`src/rtl/wordle_scorer_if.sv`:
```
// -----------------------------------------------------------------------------
// wordle_scorer_if
// Handshake and data bundle between the Wordle guess state machine (master)
// and the scorer (slave).
//   Start, Ack       : request / release handshake from the state machine
//   guess, secret    : 5 ASCII bytes each, first letter in [39:32]
//   colors, win      : per-letter 3-bit RGB result and all-green flag
//   q_I .. q_Done    : one-hot state flags of the scorer
//   busy             : scorer is in one of its two scoring passes
// -----------------------------------------------------------------------------
interface wordle_scorer_if;
   logic        Start;
   logic        Ack;
   logic [39:0] guess;
   logic [39:0] secret;
   logic [14:0] colors;
   logic        win;
   logic        q_I;
   logic        q_Green;
   logic        q_Yellow;
   logic        q_Done;
   logic        busy;

   modport master (
      output Start, Ack, guess, secret,
      input  colors, win, q_I, q_Green, q_Yellow, q_Done, busy
   );

   modport slave (
      input  Start, Ack, guess, secret,
      output colors, win, q_I, q_Green, q_Yellow, q_Done, busy
   );
endinterface

```
`src/rtl/wordle_scorer.sv`:
```
// -----------------------------------------------------------------------------
// wordle_scorer
// Scores a 5-letter ASCII guess against the secret word with the two-pass
// algorithm: pass 1 (QGreen) marks exact matches and counts the unmatched
// secret letters, pass 2 (QYellow) hands out yellows against those counts so
// duplicate letters score correctly. One position is handled per clock.
//
// Ports:
//   Clk    : system clock
//   reset  : asynchronous active-low reset
//   bus    : wordle_scorer_if.slave (Start/Ack, guess/secret, colors/win,
//            one-hot state flags, busy)
//
// Optional feature (macro SCORER_CASEFOLD_EN): when defined, lowercase bytes
// of guess and secret are folded to uppercase as they are captured.
// -----------------------------------------------------------------------------
module wordle_scorer #(
   parameter logic [2:0] GREEN  = 3'b010,
   parameter logic [2:0] YELLOW = 3'b110,
   parameter logic [2:0] WHITE  = 3'b111,
   parameter int         CNT_W  = 3
) (
   input logic           Clk,
   input logic           reset,
   wordle_scorer_if.slave bus
);

   typedef enum logic [1:0] {QI, QGREEN, QYELLOW, QDONE} state_t;

   state_t           state, state_nxt;
   logic [7:0]       g_q [5];
   logic [7:0]       s_q [5];
   logic [2:0]       col_q [5];
   logic [CNT_W-1:0] cnt_q [26];
   logic [4:0]       gm_q;
   logic [2:0]       i_q;
   logic             win_q;

   logic [7:0]       cur_g, cur_s, rd_byte;
   logic             green_hit, rd_letter, yel_hit, last;
   logic [4:0]       rd_idx;
   logic [CNT_W-1:0] rd_cnt;

   function automatic logic is_letter(input logic [7:0] b);
      return (b >= 8'h41) && (b <= 8'h5A);
   endfunction

   function automatic logic [4:0] letter_idx(input logic [7:0] b);
      logic [7:0] d;
      d = b - 8'h41;
      return d[4:0];
   endfunction

   function automatic logic [7:0] fold(input logic [7:0] b);
`ifdef SCORER_CASEFOLD_EN
      if ((b >= 8'h61) && (b <= 8'h7A)) return b - 8'h20;
`endif
      return b;
   endfunction

   // Single count port: pass 1 addresses by the secret byte, pass 2 by the guess byte.
   always_comb begin
      cur_g     = g_q[i_q];
      cur_s     = s_q[i_q];
      green_hit = (cur_g == cur_s);
      rd_byte   = (state == QYELLOW) ? cur_g : cur_s;
      rd_letter = is_letter(rd_byte);
      rd_idx    = rd_letter ? letter_idx(rd_byte) : 5'd0;
      rd_cnt    = cnt_q[rd_idx];
      yel_hit   = !gm_q[i_q] && rd_letter && (rd_cnt != '0);
      last      = (i_q == 3'd4);
   end

   always_comb begin
      state_nxt = state;
      case (state)
         QI:      if (bus.Start) state_nxt = QGREEN;
         QGREEN:  if (last)      state_nxt = QYELLOW;
         QYELLOW: if (last)      state_nxt = QDONE;
         QDONE:   if (bus.Ack)   state_nxt = QI;
         default:                state_nxt = QI;
      endcase
   end

   always_ff @(posedge Clk or negedge reset) begin
      if (!reset) state <= QI;
      else        state <= state_nxt;
   end

   // Working copies of the words; the inputs may change after the capture edge.
   always_ff @(posedge Clk) begin
      if ((state == QI) && bus.Start) begin
         for (int k = 0; k < 5; k++) begin
            g_q[k] <= fold(bus.guess[39-8*k -: 8]);
            s_q[k] <= fold(bus.secret[39-8*k -: 8]);
         end
      end
   end

   always_ff @(posedge Clk or negedge reset) begin
      if (!reset) begin
         i_q   <= '0;
         win_q <= 1'b0;
         gm_q  <= '0;
         for (int k = 0; k < 5; k++)  col_q[k] <= '0;
         for (int j = 0; j < 26; j++) cnt_q[j] <= '0;
      end else begin
         case (state)
            QI: begin
               if (bus.Start) begin
                  i_q   <= '0;
                  win_q <= 1'b0;
                  gm_q  <= '0;
                  for (int k = 0; k < 5; k++)  col_q[k] <= '0;
                  for (int j = 0; j < 26; j++) cnt_q[j] <= '0;
               end
            end
            QGREEN: begin
               if (green_hit) begin
                  col_q[i_q] <= GREEN;
                  gm_q[i_q]  <= 1'b1;
               end else begin
                  col_q[i_q] <= WHITE;
                  if (rd_letter) cnt_q[rd_idx] <= rd_cnt + CNT_W'(1);
               end
               i_q <= last ? 3'd0 : i_q + 3'd1;
            end
            QYELLOW: begin
               if (yel_hit) begin
                  col_q[i_q]    <= YELLOW;
                  cnt_q[rd_idx] <= rd_cnt - CNT_W'(1);
               end
               if (last) begin
                  win_q <= &gm_q;
                  i_q   <= 3'd0;
               end else begin
                  i_q <= i_q + 3'd1;
               end
            end
            default: ;
         endcase
      end
   end

   assign bus.colors   = {col_q[0], col_q[1], col_q[2], col_q[3], col_q[4]};
   assign bus.win      = win_q;
   assign bus.q_I      = (state == QI);
   assign bus.q_Green  = (state == QGREEN);
   assign bus.q_Yellow = (state == QYELLOW);
   assign bus.q_Done   = (state == QDONE);
   assign bus.busy     = (state == QGREEN) || (state == QYELLOW);

endmodule
```
`src/flat_wrapper.sv`:
```
// flat-port wrapper written by rule: the top's interface ports become plain ports
module wordle_scorer_flat 
#(
   parameter logic [2:0] GREEN  = 3'b010,
   parameter logic [2:0] YELLOW = 3'b110,
   parameter logic [2:0] WHITE  = 3'b111,
   parameter int         CNT_W  = 3
)
  (Clk, reset, bus_Start, bus_Ack, bus_guess, bus_secret, bus_colors, bus_win, bus_q_I, bus_q_Green, bus_q_Yellow, bus_q_Done, bus_busy);
  wordle_scorer_if bus_i ();
  input logic Clk;
  input logic reset;
  input wire logic [$bits(bus_i.Start)-1:0] bus_Start;
  input wire logic [$bits(bus_i.Ack)-1:0] bus_Ack;
  input wire logic [$bits(bus_i.guess)-1:0] bus_guess;
  input wire logic [$bits(bus_i.secret)-1:0] bus_secret;
  output wire logic [$bits(bus_i.colors)-1:0] bus_colors;
  output wire logic [$bits(bus_i.win)-1:0] bus_win;
  output wire logic [$bits(bus_i.q_I)-1:0] bus_q_I;
  output wire logic [$bits(bus_i.q_Green)-1:0] bus_q_Green;
  output wire logic [$bits(bus_i.q_Yellow)-1:0] bus_q_Yellow;
  output wire logic [$bits(bus_i.q_Done)-1:0] bus_q_Done;
  output wire logic [$bits(bus_i.busy)-1:0] bus_busy;
  assign bus_i.Start = bus_Start;
  assign bus_i.Ack = bus_Ack;
  assign bus_i.guess = bus_guess;
  assign bus_i.secret = bus_secret;
  assign bus_colors = bus_i.colors;
  assign bus_win = bus_i.win;
  assign bus_q_I = bus_i.q_I;
  assign bus_q_Green = bus_i.q_Green;
  assign bus_q_Yellow = bus_i.q_Yellow;
  assign bus_q_Done = bus_i.q_Done;
  assign bus_busy = bus_i.busy;
  wordle_scorer #(.GREEN(GREEN), .YELLOW(YELLOW), .WHITE(WHITE), .CNT_W(CNT_W)) u_core (.Clk(Clk), .reset(reset), .bus(bus_i));
endmodule
```
`config.mk`:
```
export PLATFORM = sky130hd
export DESIGN_NAME = wordle_scorer_flat
export DESIGN_NICKNAME = d
export VERILOG_FILES = /design/src/rtl/wordle_scorer_if.sv /design/src/rtl/wordle_scorer.sv /design/src/flat_wrapper.sv
export SDC_FILE = /design/constraint.sdc
export NUM_CORES = 1
export LEC_CHECK = 0
export CAP_MARGIN = 20
export CORE_MARGIN = 2
export CORE_UTILIZATION = 55
export CTS_CLUSTER_DIAMETER = 80
export DETAILED_ROUTE_END_ITERATION = 7
export PLACE_DENSITY_LB_ADDON = 0.25
export SLEW_MARGIN = 20
export SYNTH_ARGS = -nofsm -noshare
export SYNTH_HDL_FRONTEND = slang
export SYNTH_SLANG_ARGS = --single-unit
```
`constraint.sdc`:
```
create_clock -name Clk -period 11.1 [get_ports Clk]
set_input_delay 3.33 -clock Clk [delete_from_list [all_inputs] [get_ports Clk]]
set_output_delay 3.33 -clock Clk [all_outputs]
set_load 0.005 [all_outputs]
```
* After elaboration in Yosys (flattened, before gate mapping)
Memories as Yosys holds them, arrays and structs flattened.
Index checks and enable logic that the tools add are counted.
** Storage, ports and cells
- Bits in registers :: 104
- Bits in latches :: 0
- RAM bits :: 80
- Memory bits (read-only) :: 0
- Memories :: 2
** Operators by class
- Add/subtract/negate cells :: 4
- $mul :: 0
- Div/mod/pow operators :: 0
- Magnitude comparators :: 8
- Equal/unequal tests :: 13
- Shift-type cells :: 0
- Muxes and demuxes :: 40
- Bitwise gates (word level) :: 10
- Reduce and logical (&&, ||, !) cells :: 23
** Memories
- u_core.g_q :: depth 5, width 8, read ports 1, clocked after memory_dff 0, write ports 5, RTL line wordle_scorer.sv:31 : logic [7:0] g_q [5];
- u_core.s_q :: depth 5, width 8, read ports 1, clocked after memory_dff 0, write ports 5, RTL line wordle_scorer.sv:32 : logic [7:0] s_q [5];
** Operator list (count)
- 78-bit two-way mux :: 4
- 78-bit one-hot mux with 3 select lines :: 1
- 78-bit bitwise mux :: 2
- 15-bit two-way mux :: 3
- 15-bit one-hot mux with 3 select lines :: 1
- 3-bit two-way mux :: 6
- 3-bit binary-select mux with 5-bit select :: 1
- 3-bit demux with 5-bit select :: 1
- 5-bit two-way mux :: 3
- 15-bit bitwise OR :: 1
- 10-bit AND :: 1
- 2-bit by 1-bit != test with 1-bit output (second input constant) :: 5
- 10-bit inverter :: 1
- 10-bit bitwise OR :: 1
- 5-bit bitwise OR :: 2
- 5-bit one-hot mux with 2 select lines :: 1
- 5-bit AND reduction :: 2
- 3-bit demux with 3-bit select :: 1
- 3-bit AND reduction :: 3
- 8-bit == test :: 1
- 8-bit by 7-bit >= comparator with 1-bit output (second input constant) :: 1
- 8-bit by 7-bit less-or-equal comparator with 1-bit output (second input constant) :: 1
- 2-bit two-way mux :: 4
- 8-bit two-way mux :: 1
- 32 further kinds :: 50

* Logic depth before layout (Yosys ltp)
Gate-level depths: netlist (run 1).
- Depth after elaboration :: 14
- Mapped depth :: 35
- Mapped depth without buffers :: 26

* Least setup slack after synthesis (run 1)
Ideal clock, no wire load.
- Path type :: register to register
- From :: reg u_core.state[0]
- To :: reg u_core.cnt_q[44] in the netlist's numbering
- Arrival :: 6.894 ns
- Required time :: 10.957 ns
- Setup slack :: 4.063 ns
- Cell stages (with the launch flop) :: 35
- Path buffers :: 10
- Period minus slack after synthesis :: 7.037 ns
- Path through :: dfrtp_1 -> inv_1 -> ha_1 -> clkbuf_1 -> mux2i_1 -> mux2_2 -> clkbuf_1 -> buf_2 -> buf_2 -> clkbuf_1 -> ha_1 -> clkbuf_1 -> buf_1 -> nor3_1 -> mux2i_1 -> a311o_1 -> a2111oi_0 -> o21ai_0 -> a21oi_2 -> o21ai_0 -> o311ai_1 -> nor3_2 -> buf_2 -> inv_1 -> ha_1 -> ha_1 -> a21oi_1 -> o21ai_0 -> o41a_1 -> nor3_2 -> a21bo_2 -> buf_2 -> nor2_1 -> buf_1 -> a211oi_1
** On the way
- Longest elaborated chain between the ends :: 14
** RTL lines
- start: declaration :: RTL line wordle_scorer.sv:30 : state_t state, state_nxt;
- start signal: assignment :: RTL line wordle_scorer.sv:87 : else state <= state_nxt;
- 2-bit == test (*)
- named net bus_q_Yellow :: RTL line flat_wrapper.sv:21 : output wire logic [$bits(bus_i.q_Yellow)-1:0] bus_q_Yellow;
- 8-bit two-way mux :: RTL line wordle_scorer.sv:66 : rd_byte = (state == QYELLOW) ? cur_g : cur_s;
- 8-bit by 7-bit >= comparator with 1-bit output / 8-bit by 7-bit less-or-equal comparator with 1-bit output (equally long branches) :: RTL line wordle_scorer.sv:45 : return (b >= 8'h41) && (b <= 8'h5A);
- 1-bit logical AND :: RTL line wordle_scorer.sv:45
- 5-bit two-way mux :: RTL line wordle_scorer.sv:68 : rd_idx = rd_letter ? letter_idx(rd_byte) : 5'd0;
- 5-bit inverter with 6-bit output (not written as such) :: RTL line wordle_scorer.sv:69, wordle_scorer.sv:124, wordle_scorer.sv:131
- 3-bit binary-select mux with 5-bit select (tied with other cells) :: RTL line wordle_scorer.sv:69 : rd_cnt = cnt_q[rd_idx];
- 3-bit two-way mux (not written as such) / 1-bit logical AND (equally long branches) :: RTL line wordle_scorer.sv:69, wordle_scorer.sv:124, wordle_scorer.sv:131
- 3-bit two-way mux (on tied branches) :: RTL line wordle_scorer.sv:69, wordle_scorer.sv:124, wordle_scorer.sv:131
- 3-bit by 1-bit adder with 3-bit output / 3-bit demux with 5-bit select (equally long branches) :: RTL line wordle_scorer.sv:124, wordle_scorer.sv:131
- 78-bit bitwise mux :: RTL line wordle_scorer.sv:124 : if (rd_letter) cnt_q[rd_idx] <= rd_cnt + CNT_W'(1);
- 78-bit two-way mux :: RTL line wordle_scorer.sv:124
- 78-bit two-way mux :: RTL line wordle_scorer.sv:119 : if (green_hit) begin
- 78-bit one-hot mux with 3 select lines :: RTL line wordle_scorer.sv:108 : case (state)
- end signal: indexed assignment :: RTL line wordle_scorer.sv:124
- end signal: indexed assignment :: RTL line wordle_scorer.sv:131 : cnt_q[rd_idx] <= rd_cnt - CNT_W'(1);
- end: declaration :: RTL line wordle_scorer.sv:34 : logic [CNT_W-1:0] cnt_q [26];
The timed path passes the listed nets; every way through them passes the cells marked *. The select of a mux whose other input is x is not followed.
A chain may end at the register's enable or synchronous reset.

* Final worst setup path (run 1)
- From :: reg u_core.i_q[1]
- To :: reg u_core.cnt_q[75] in the netlist's numbering
** On the way
- Longest elaborated chain between the ends :: 14
** RTL lines
- start: declaration :: RTL line wordle_scorer.sv:36 : logic [2:0] i_q;
- start signal: assignment :: RTL line wordle_scorer.sv:126 : i_q <= last ? 3'd0 : i_q + 3'd1;
- start signal: assignment :: RTL line wordle_scorer.sv:137 : i_q <= i_q + 3'd1;
- memory 5 x 8 bit (on tied branches)
- 8-bit two-way mux :: RTL line wordle_scorer.sv:66
- 8-bit by 7-bit >= comparator with 1-bit output / 8-bit by 7-bit less-or-equal comparator with 1-bit output (equally long branches) :: RTL line wordle_scorer.sv:45
- 1-bit logical AND :: RTL line wordle_scorer.sv:45
- 5-bit two-way mux :: RTL line wordle_scorer.sv:68
- 5-bit inverter with 6-bit output (not written as such) :: RTL line wordle_scorer.sv:69, wordle_scorer.sv:124, wordle_scorer.sv:131
- 3-bit binary-select mux with 5-bit select (tied with other cells) :: RTL line wordle_scorer.sv:69
- 3-bit two-way mux (not written as such) / 1-bit logical AND (equally long branches) :: RTL line wordle_scorer.sv:69, wordle_scorer.sv:124, wordle_scorer.sv:131
- 3-bit two-way mux (on tied branches) :: RTL line wordle_scorer.sv:69, wordle_scorer.sv:124, wordle_scorer.sv:131
- 3-bit by 1-bit adder with 3-bit output / 3-bit demux with 5-bit select (equally long branches) :: RTL line wordle_scorer.sv:124, wordle_scorer.sv:131
- 78-bit bitwise mux :: RTL line wordle_scorer.sv:124
- 78-bit two-way mux :: RTL line wordle_scorer.sv:124
- 78-bit two-way mux :: RTL line wordle_scorer.sv:119
- 78-bit one-hot mux with 3 select lines :: RTL line wordle_scorer.sv:108
Several ways; a longest one is shown, not always the timed one. The select of a mux whose other input is x is not followed.

==> results of run 1 <==
[report_power, final]
group	internal (uW)	switching (uW)
Sequential	810	53.2
Clock	300	295
Combinational	699	1490
Total	1810	1830
[registers in the layout, indices dropped and copies added, names as in the netlist]
register	flops
u_core.s_q	40
u_core.gm_q	5
u_core.state	2
u_core.cnt_q	78
u_core.bus.colors	15
u_core.g_q	40
u_core.bus.win	1
u_core.i_q	3
[cells by family (layout without fill, tap and decap cells)]
kind of cell               after synthesis  in the layout  share of synthesized area [%]
adders and majority gates               12             12                           1.50
xor gates and xnor gates                19             19                           1.66
AOI/OAI and AO/OA                      319            319                           20.3
muxes                                   51             51                           7.14
and+or+nand+nor                        331            331                           15.8
buffers and inverters                   82            170                           3.61
DFF                                    184            184                           49.9
[layout by cell type, fill, tap and decap left out, types with 16 or more instances in the layout]
cell type / instances
sky130_fd_sc_hd__nor2_1: 64
sky130_fd_sc_hd__buf_4: 17
sky130_fd_sc_hd__nor3_1: 33
sky130_fd_sc_hd__edfxtp_1: 80
sky130_fd_sc_hd__nand2_1: 135
sky130_fd_sc_hd__clkbuf_16: 17
sky130_fd_sc_hd__a21oi_1: 72
sky130_fd_sc_hd__nand3_1: 16
sky130_fd_sc_hd__mux2i_1: 25
sky130_fd_sc_hd__dfrtp_1: 104
sky130_fd_sc_hd__a22o_1: 20
sky130_fd_sc_hd__o21ai_0: 111
sky130_fd_sc_hd__clkdlybuf4s50_1: 103
[routing by layer]
metal / global-route usage (%) / part of all wire [%]
met1: 41.7 / 43
met3: 6.11 / 8.5
met2: 46.3 / 46
met5: 0 / 0
met4: 8.83 / 2.2
[path summary, 6_finish.rpt]
| kind | from | endpoint | slack (ps) |
|---|---|---|---|
| max | u_core.i_q[1]$_DFFE_PN0P_ | u_core.cnt_q[75]$_DFFE_PN0P_ | 2280 |
| max in group asynchronous | reset | u_core.cnt_q[20]$_DFFE_PN0P_ | 7010 |
| max reg2reg | u_core.i_q[1]$_DFFE_PN0P_ | u_core.cnt_q[75]$_DFFE_PN0P_ | 2280 |
| min in group asynchronous | reset | u_core.cnt_q[6]$_DFFE_PN0P_ | 2930 |
| min reg2reg | u_core.cnt_q[9]$_DFFE_PN0P_ | u_core.cnt_q[9]$_DFFE_PN0P_ | 490 |
| min | u_core.cnt_q[9]$_DFFE_PN0P_ | u_core.cnt_q[9]$_DFFE_PN0P_ | 490 |
[stage by stage]
stage	power, uW	util, %
after floorplan	2400	-
after global placement	2960	62.4
after detailed placement	2990	62.4
after CTS	3590	65.7
after global routing	3850	65.7
final	3640	65.7
[layout make-up]
| class | instances | area [sq um] | area share, % |
|---|---|---|---|
| clock buffer | 17 | 425 | 3.62 |
| inverter | 18 | 67.6 | 0.574 |
| timing repair buffer | 120 | 1160 | 9.85 |
| multi-input combinational | 732 | 4660 | 39.6 |
| clock inverter | 15 | 156 | 1.33 |
| tap | 229 | 287 | 2.44 |
| sequential | 184 | 5000 | 42.5 |
[critical path: cells and delay by family (launching register included)]
kind,cells,cell delay [ps]
adder cells (fa/ha/maj),3,1010
multiplexers,2,900
flip-flops,1,720
AND/OR/NAND/NOR,5,1540
AO/OA/AOI/OAI,9,2500
buffers and inverters,6,1950
==> results.sh, run 1 <==
export IMPL_run_status="completed"
export IMPL_synth_cells=998
export IMPL_root_buffer="sky130_fd_sc_hd__clkbuf_16"
export IMPL_power_ir_vdd_worst_mv=0.243
export IMPL_hold_viol=0
export IMPL_n_antenna_cell=0
export IMPL_maximum_count_of_clock_buffers_along_a_single_path=2
export IMPL_finalMaxSlewViolations=0
export IMPL_postCtsResizedCells=0
export IMPL_crit_end_category="flop"
export IMPL_final_wirelength_mm=27.9
export IMPL_layout_cell_area_non_filler_sq_um=11800
export IMPL_chipHeight_microns=139
export IMPL_cts_repair_timing_setup_buffer_count=0
export IMPL_most_used_cell_cp="sky130_fd_sc_hd__buf_4"
export IMPL_worstPathRequired_ps=11420
export IMPL_placement_io_buffers=104
export IMPL_antenna_found_initial=0
export IMPL_max_cap_viol_count=0
export IMPL_drc=0
export IMPL_critical_path_max_fanout=29
export IMPL_hold_path_depth=2
export IMPL_pin_count_of_the_biggest_net_entering_global_routing=57
export IMPL_setup_slack_ps=2280
export IMPL_place_area_sq_um=11200
export IMPL_power_leakage_uw=0.00451
export IMPL_finalNonFillerCells=1315
export IMPL_synthArstFlopShare_pct=56.5
export IMPL_cp_arrival_ps=9130
export IMPL_report_final_setup_viol=0
export IMPL_clock_fmax_mhz=113
export IMPL_synth_main_ff_cell="sky130_fd_sc_hd__dfrtp_1"
export IMPL_via_count_of_the_first_global_routing_pass=8259
export IMPL_net_count_of_the_mapped_netlist=1094
export IMPL_die_width_microns=139
export IMPL_yosys_cell_count_top_type="sky130_fd_sc_hd__nand2_1"
export IMPL_cts_tree="yes"
export IMPL_coreArea_sq_um=17900
export IMPL_route_vias_total=8481
export IMPL_ys_seq_area_share_pct=49.9
export IMPL_worst_r2r_path_depth=25
export IMPL_power_density_over_the_cells_nw_per_um2=310
export IMPL_synth_area_leaders="sky130_fd_sc_hd__dfrtp_1, sky130_fd_sc_hd__edfxtp_1, sky130_fd_sc_hd__o21ai_0"
export IMPL_cp_start_kind="flop"
export IMPL_final_fill_count=1425
export IMPL_postSynthAreaPerCell_sq_um=10.0
export IMPL_syn_to_final_growth_pct=17.4
export IMPL_netlist_area_sq_um=10000
export IMPL_ios=105
export IMPL_hold_slack_ps=495
export IMPL_synth_edff_count=80
export IMPL_post_route_cells_drive_above_1_share_pct=9.12
export IMPL_post_drt_wl_per_cell_microns=21.2
export IMPL_initial_utilization_pct=56.0
export IMPL_slew_at_the_pin_with_the_worst_max_slew_slack_ps=1210
export IMPL_critical_path_class="reg2reg"
export IMPL_synth_area_leader_cell="sky130_fd_sc_hd__dfrtp_1"
export IMPL_synth_cells_most_frequent="sky130_fd_sc_hd__nand2_1, sky130_fd_sc_hd__o21ai_0, sky130_fd_sc_hd__dfrtp_1, sky130_fd_sc_hd__edfxtp_1, sky130_fd_sc_hd__a21oi_1"
export IMPL_yosys_cell_types_count=81
export IMPL_period_share_pct=79.4
export IMPL_cts_max_level=4
export IMPL_cpMaxStageDelayCell="sky130_fd_sc_hd__a21boi_2"
export IMPL_totalNegativeSetupSlack_ps=0
export IMPL_ctsHoldBuffers=0
export IMPL_final_estimated_routing_congestion_in_global_placement=1.01
export IMPL_detail_route_antenna_nets=0
export IMPL_num_nets_final=1169
export IMPL_critical_path_max_stage_delay_ps=830
export IMPL_timing_max_slew_rel_slack_pct=19.1
export IMPL_yosysWarningCount=0
export IMPL_grt_first_pass_wirelength_mm=44.9
export IMPL_finalCriticalPeriod_ps=8820
export IMPL_cts_buffers_inserted=17
export IMPL_overall_routing_resource_usage_pct=29.4
export IMPL_std_cell_rows=49
export IMPL_first_pass_iters=6
export IMPL_route_detailed_vias_per_inst=6.45
export IMPL_hp_class="reg2reg"
export IMPL_dpl_worst_slack_ps=2530
export IMPL_cts_reportedPaths_clkPinSlew_ps=70
export IMPL_cts_num_sinks=184
export IMPL_grt_setup_unrepaired="no"
export IMPL_clock_latency_late_sink_ps=440
export IMPL_die_area_sq_um=19300
export IMPL_postSynthRegisterBits=184
export IMPL_skew_ps=14.7
export IMPL_globalRouteOverflowTotal=0
export IMPL_synth_top_area_share_pct=26.0
export IMPL_half_perimeter_wire_length_of_the_detailed_placement_result_mm=19.0
export IMPL_post_place_cells=1283
export IMPL_detailedRoute_firstIterationViolations=1063
Power figures use the tool's default switching activity.
==> inputs of run 2 (changes only) <==
CORE_UTILIZATION = 52   (was 55)
clock period = 7.6 ns   (was 11.1 ns; I/O delays follow)
==> run 2 against run 1 <==
First-iteration DRC count grew 5.9%. Non-clock buffer count grew 18. Utilization shrank 2.0 points. Clock power grew 61%. Combinational power grew 50%. Routed wire length grew 0.72%. Worst setup slack lost 1900 ps. Flip-flop and latch count is the same. Sequential share of layout area shrank 0.85 points.
==> results.sh, run 2 (synthesis gave the netlist of run 1 again) <==
export IMPL_timing_max_slew_rel_slack_pct=32.6
export IMPL_cp_start_kind="flop"
export IMPL_grt_first_pass_wirelength_mm=44.9
export IMPL_chipHeight_microns=143
export IMPL_die_width_microns=143
export IMPL_slack_of_the_worst_reg_to_reg_path_ps=400
export IMPL_hold_path_depth=2
export IMPL_n_antenna_cell=0
export IMPL_hold_viol=0
export IMPL_report_final_setup_viol=0
export IMPL_clock_fmax_mhz=139
export IMPL_cts_max_level=4
export IMPL_run_status="completed"
export IMPL_route_detailed_vias_per_inst=6.27
export IMPL_ios=105
export IMPL_period_share_pct=94.8
export IMPL_r2r_start="u_core.state[0]$_DFFE_PN0P_"
export IMPL_mostFrequentLayoutCell="sky130_fd_sc_hd__nand2_1"
export IMPL_cts_buffers_inserted=17
export IMPL_final_wirelength_mm=28.1
export IMPL_power_density_over_the_cells_nw_per_um2=459
export IMPL_syn_to_final_growth_pct=19.8
export IMPL_first_pass_iters=5
export IMPL_cts_tree="yes"
export IMPL_cpMaxStageDelayCell="sky130_fd_sc_hd__a2111oi_1"
export IMPL_detailedRoute_firstIterationViolations=1126
export IMPL_hold_path_endpoint="u_core.cnt_q[45]$_DFFE_PN0P_"
export IMPL_via_count_of_the_first_global_routing_pass=8163
export IMPL_rr_endpoint="u_core.cnt_q[29]$_DFFE_PN0P_"
export IMPL_coreArea_sq_um=18800
export IMPL_slew_at_the_pin_with_the_worst_max_slew_slack_ps=1000
export IMPL_number_of_flip_flops_in_the_largest_register=78
export IMPL_startpoint_of_the_lowest_slack_hold_path="u_core.cnt_q[45]$_DFFE_PN0P_"
export IMPL_detail_route_antenna_nets=0
export IMPL_hp_class="reg2reg"
export IMPL_power_leakage_uw=0.00462
export IMPL_final_fill_count=1500
export IMPL_cts_reportedPaths_clkPinSlew_ps=80
export IMPL_globalRouteOverflowTotal=0
export IMPL_finalMaxSlewViolations=0
export IMPL_crit_end_category="flop"
export IMPL_cpLargestDelayFamily="compound AO/OA/AOI/OAI gates"
export IMPL_drc=0
export IMPL_largest_registers="u_core.cnt_q: 78 flops, u_core.g_q: 40 flops, u_core.s_q: 40 flops"
export IMPL_overall_routing_resource_usage_pct=28.7
export IMPL_hold_slack_ps=479
export IMPL_root_buffer="sky130_fd_sc_hd__clkbuf_16"
export IMPL_crit_start="u_core.state[0]$_DFFE_PN0P_"
export IMPL_die_area_sq_um=20400
export IMPL_finalCriticalPeriod_ps=7200
export IMPL_critical_path_max_stage_delay_ps=660
export IMPL_post_drt_wl_per_cell_microns=20.6
export IMPL_cts_num_sinks=184
export IMPL_biggest_register="u_core.cnt_q"
export IMPL_cts_repair_timing_setup_buffer_count=0
export IMPL_ctsHoldBuffers=0
export IMPL_max_cap_viol_count=0
export IMPL_worst_r2r_path_depth=29
export IMPL_clock_latency_late_sink_ps=460
export IMPL_skew_ps=18.8
export IMPL_grt_setup_unrepaired="no"
export IMPL_initial_utilization_pct=53.2
export IMPL_num_nets_final=1187
export IMPL_cp_arrival_ps=7510
export IMPL_half_perimeter_wire_length_of_the_detailed_placement_result_mm=19.1
export IMPL_final_estimated_routing_congestion_in_global_placement=0.931
export IMPL_critical_path_n_buffers_inverters=6
export IMPL_std_cell_rows=50
export IMPL_antenna_found_initial=0
export IMPL_maximum_count_of_clock_buffers_along_a_single_path=2
export IMPL_final_cell_mix="sky130_fd_sc_hd__nand2_1, sky130_fd_sc_hd__o21ai_0, sky130_fd_sc_hd__clkdlybuf4s50_1, sky130_fd_sc_hd__dfrtp_1, sky130_fd_sc_hd__edfxtp_1"
export IMPL_power_ir_vdd_worst_mv=0.280
export IMPL_critical_path_max_fanout=38
export IMPL_critical_path_class="reg2reg"
export IMPL_pin_count_of_the_biggest_net_entering_global_routing=65
export IMPL_totalNegativeSetupSlack_ps=0
export IMPL_route_vias_total=8555
export IMPL_placement_io_buffers=104
export IMPL_worstPathRequired_ps=7910
export IMPL_post_route_cells_drive_above_1_share_pct=10.7
==> run 2: cell types whose count changed in the layout (fill, tap and decap cells not counted), sizes merged <==
cell      change
inv           +3
clkinvlp      -2
clkinv        -1
buf          +18
==> run 2: through the flow <==
stage               area (sq um)  total power, uW  util (%)  setup slack (ps)  instances
detailed placement         11400             4450      60.3               262       1332
finish                     12000             5510      63.8               397       1364
floorplan                  10000             3500         -               563        998
global route               12000             5810      63.8              55.6       1364
CTS                        12000             5420      63.7               230       1364
global placement           11400             4420      60.3               619       1332
==> run 2: worst max path at each step <==
stage	slack (ps)	endpoint	depth (start not counted)
6_report	400	u_core.cnt_q[29]$_DFFE_PN0P_	29
2_1_floorplan	560	u_core.cnt_q[44]$_DFFE_PN0P_	34
5_1_grt	60	u_core.cnt_q[29]$_DFFE_PN0P_	29
3_5_place_dp	260	u_core.cnt_q[49]$_DFFE_PN0P_	23
4_1_cts	230	u_core.cnt_q[37]$_DFFE_PN0P_	23
3_3_place_gp	620	u_core.cnt_q[73]$_DFFE_PN0P_	23
==> run 2: cell type report <==
type / count / area (sq um) / area share, %
Clock buffer: 17 / 425 / 3.54
Sequential cell: 184 / 5010 / 41.7
Inverter: 18 / 67.6 / 0.563
Clock inverter: 15 / 216 / 1.80
Multi-Input combinational cell: 732 / 4670 / 38.9
Tap cell: 260 / 325 / 2.71
Timing Repair Buffer: 138 / 1290 / 10.8
==> run 2: metal layers <==
| metal | vias up | track usage, % | wire (microns) |
|---|---|---|---|
| li1 | 3879 | - | - |
| met1 | 4135 | 41.4 | 12000 |
| met2 | 470 | 43.1 | 12800 |
| met3 | 71 | 5.84 | 2510 |
| met4 | 0 | 10.7 | 800 |
| met5 | - | 0 | 0 |
==> run 2: repair_timing <==
action,4_1_cts,5_1_grt
endpoints found under the setup margin,0,75
hold endpoints to repair,0,0
gates resized for setup,0,2
==> run 2: where the power goes <==
| part | switching [uW] | total, uW | internal, uW |
|---|---|---|---|
| Sequential | 80.0 | 1260 | 1180 |
| Clock | 495 | 959 | 464 |
| Combinational | 2180 | 3280 | 1100 |
==> run 2: worst min-delay path, stage by stage (launching register included) <==
cell and delay, ps:
sky130_fd_sc_hd__dfrtp_1 340, sky130_fd_sc_hd__nand2_1 50, sky130_fd_sc_hd__o31ai_1 50
==> inputs of run 3 (changes only) <==
CTS_CLUSTER_SIZE = 16   (was unset)
REMOVE_ABC_BUFFERS = 1   (was unset)
==> run 3 against run 2 <==
Register-to-register slack better by 140 ps. Die area stayed put. Total power shrank 1.1%. Critical path type unchanged.
==> results.sh, run 3 (synthesis gave the netlist of run 1 again) <==
export IMPL_final_cell_mix="sky130_fd_sc_hd__nand2_1, sky130_fd_sc_hd__o21ai_0, sky130_fd_sc_hd__clkdlybuf4s50_1, sky130_fd_sc_hd__dfrtp_1, sky130_fd_sc_hd__edfxtp_1"
export IMPL_dpl_worst_slack_ps=226
export IMPL_maximum_count_of_clock_buffers_along_a_single_path=2
export IMPL_grt_setup_unrepaired="no"
export IMPL_crit_end_category="flop"
export IMPL_timing_max_slew_rel_slack_pct=26.0
export IMPL_number_of_flip_flops_in_the_largest_register=78
export IMPL_hold_slack_ps=485
export IMPL_skew_ps=16.9
export IMPL_first_pass_iters=5
export IMPL_via_count_of_the_first_global_routing_pass=8262
export IMPL_hp_class="reg2reg"
export IMPL_cp_start_kind="flop"
export IMPL_pin_count_of_the_biggest_net_entering_global_routing=71
export IMPL_setup_slack_ps=533
export IMPL_mostFrequentLayoutCell="sky130_fd_sc_hd__nand2_1"
export IMPL_power_density_over_the_cells_nw_per_um2=455
export IMPL_hold_viol=0
export IMPL_worst_r2r_path_depth=26
export IMPL_globalRouteOverflowTotal=0
export IMPL_cts_max_level=4
export IMPL_clock_fmax_mhz=142
export IMPL_drc=0
export IMPL_power_ir_vdd_worst_mv=0.253
export IMPL_post_route_cells_drive_above_1_share_pct=10.4
export IMPL_totalNegativeSetupSlack_ps=0
export IMPL_multi_input_comb_area_sq_um=4670
export IMPL_num_nets_final=1182
export IMPL_die_area_sq_um=20400
export IMPL_largest_registers="u_core.cnt_q: 78 flops, u_core.g_q: 40 flops, u_core.s_q: 40 flops"
export IMPL_run_status="completed"
export IMPL_n_antenna_cell=0
export IMPL_route_detailed_vias_per_inst=6.21
export IMPL_critical_path_max_fanout=17
export IMPL_biggest_register="u_core.cnt_q"
export IMPL_route_vias_total=8444
export IMPL_finalMaxSlewViolations=0
export IMPL_final_wirelength_mm=27.4
export IMPL_cts_num_sinks=184
export IMPL_final_fill_count=1519
export IMPL_std_cell_rows=50
export IMPL_cts_tree="yes"
export IMPL_cts_buffers_inserted=17
export IMPL_post_drt_wl_per_cell_microns=20.1
export IMPL_half_perimeter_wire_length_of_the_detailed_placement_result_mm=19.0
export IMPL_final_estimated_routing_congestion_in_global_placement=0.941
export IMPL_hold_path_depth=2
export IMPL_ios=105
export IMPL_finalCriticalPeriod_ps=7070
export IMPL_final_seq_area_sq_um=5010
export IMPL_cp_arrival_ps=7450
export IMPL_chipHeight_microns=143
export IMPL_coreArea_sq_um=18800
export IMPL_placement_io_buffers=104
export IMPL_detail_route_antenna_nets=0
export IMPL_max_cap_viol_count=0
export IMPL_detailedRoute_firstIterationViolations=924
export IMPL_ctsHoldBuffers=0
export IMPL_report_final_setup_viol=0
export IMPL_power_leakage_uw=0.00460
export IMPL_worstPathRequired_ps=7980
export IMPL_grt_first_pass_wirelength_mm=44.3
export IMPL_syn_to_final_growth_pct=19.5
export IMPL_die_width_microns=143
export IMPL_overall_routing_resource_usage_pct=28.2
export IMPL_initial_utilization_pct=53.2
export IMPL_antenna_found_initial=1
export IMPL_final_core_util_pct=63.6
export IMPL_critical_path_class="reg2reg"
export IMPL_period_share_pct=93.0
export IMPL_root_buffer="sky130_fd_sc_hd__clkbuf_16"
export IMPL_slew_at_the_pin_with_the_worst_max_slew_slack_ps=1100
export IMPL_cts_reportedPaths_clkPinSlew_ps=80
export IMPL_clock_latency_late_sink_ps=450
## run 3: cell types whose count changed in the layout (fill, tap and decap cells not counted), sizes merged
| cell | delta |
|---|---|
| bufinv | +1 |
| inv | -1 |
| buf | -5 |
## run 3: timing repair
action	in CTS	in global routing
buffers inserted	0	1
endpoints found under the setup margin	0	78
gates resized for setup	0	3
## run 3: report_power, final
part           switching (uW)  internal (uW)
sequential               79.4           1180
clock                     453            482
combinational            2140           1110
## run 3: stage by stage
step / power, uW / instances / instance area [sq um]
finish: 5450 / 1359 / 12000
global route: 5780 / 1359 / 12000
CTS: 5380 / 1358 / 11900
detailed placement: 4440 / 1326 / 11300
global placement: 4420 / 1326 / 11300
floorplan: 3340 / 934 / 9730
## run 3: critical path, stage by stage, from the launching register on
cell and delay [ps]:
sky130_fd_sc_hd__dfrtp_2 560, sky130_fd_sc_hd__buf_4 290, sky130_fd_sc_hd__mux2i_1 110, sky130_fd_sc_hd__mux4_2 530
sky130_fd_sc_hd__mux2_2 330, sky130_fd_sc_hd__ha_2 310, sky130_fd_sc_hd__nor3b_1 220, sky130_fd_sc_hd__mux2i_1 110
sky130_fd_sc_hd__a311o_1 370, sky130_fd_sc_hd__a2111oi_0 480, sky130_fd_sc_hd__o21ai_0 270, sky130_fd_sc_hd__a21oi_2 190
sky130_fd_sc_hd__buf_4 170, sky130_fd_sc_hd__o21ai_0 120, sky130_fd_sc_hd__nor3_1 210, sky130_fd_sc_hd__a2111oi_1 100
sky130_fd_sc_hd__and4_1 170, sky130_fd_sc_hd__ha_1 190, sky130_fd_sc_hd__ha_1 210, sky130_fd_sc_hd__a21oi_1 100
sky130_fd_sc_hd__o21ai_0 140, sky130_fd_sc_hd__o41a_1 370, sky130_fd_sc_hd__nor3_2 220, sky130_fd_sc_hd__a21boi_2 230
sky130_fd_sc_hd__and3_1 520, sky130_fd_sc_hd__buf_4 290, sky130_fd_sc_hd__a22o_1 160
## run 3: final timing paths
kind | from | end | slack (ps)
worst max-delay path | u_core.i_q[1]$_DFFE_PN0P_ | u_core.cnt_q[58]$_DFFE_PN0P_ | 530
worst min-delay path | u_core.cnt_q[45]$_DFFE_PN0P_ | u_core.cnt_q[45]$_DFFE_PN0P_ | 480
worst max register to register | u_core.i_q[1]$_DFFE_PN0P_ | u_core.cnt_q[58]$_DFFE_PN0P_ | 530
worst min register to register | u_core.cnt_q[45]$_DFFE_PN0P_ | u_core.cnt_q[45]$_DFFE_PN0P_ | 480
max in group asynchronous | reset | u_core.i_q[1]$_DFFE_PN0P_ | 4480
min in group asynchronous | reset | u_core.cnt_q[18]$_DFFE_PN0P_ | 1770
## run 3: layer usage
layer / part of all wire, % / vias to the layer above / track usage (%)
met2: 47 / 457 / 44.5
met5: 0.051 / - / 0
met4: 3.4 / 2 / 11.9
met3: 8.4 / 84 / 6.27
met1: 41 / 4037 / 37.7
li1: - / 3864 / -
## run 3: layout make-up
cell class / count / share of cell area, %
Clock inverter: 15 / 1.69
Inverter: 18 / 0.564
Timing Repair Buffer: 133 / 10.7
Sequential cell: 184 / 41.8
Clock buffer: 17 / 3.55
Tap cell: 260 / 2.72
Multi-Input combinational cell: 732 / 39.0
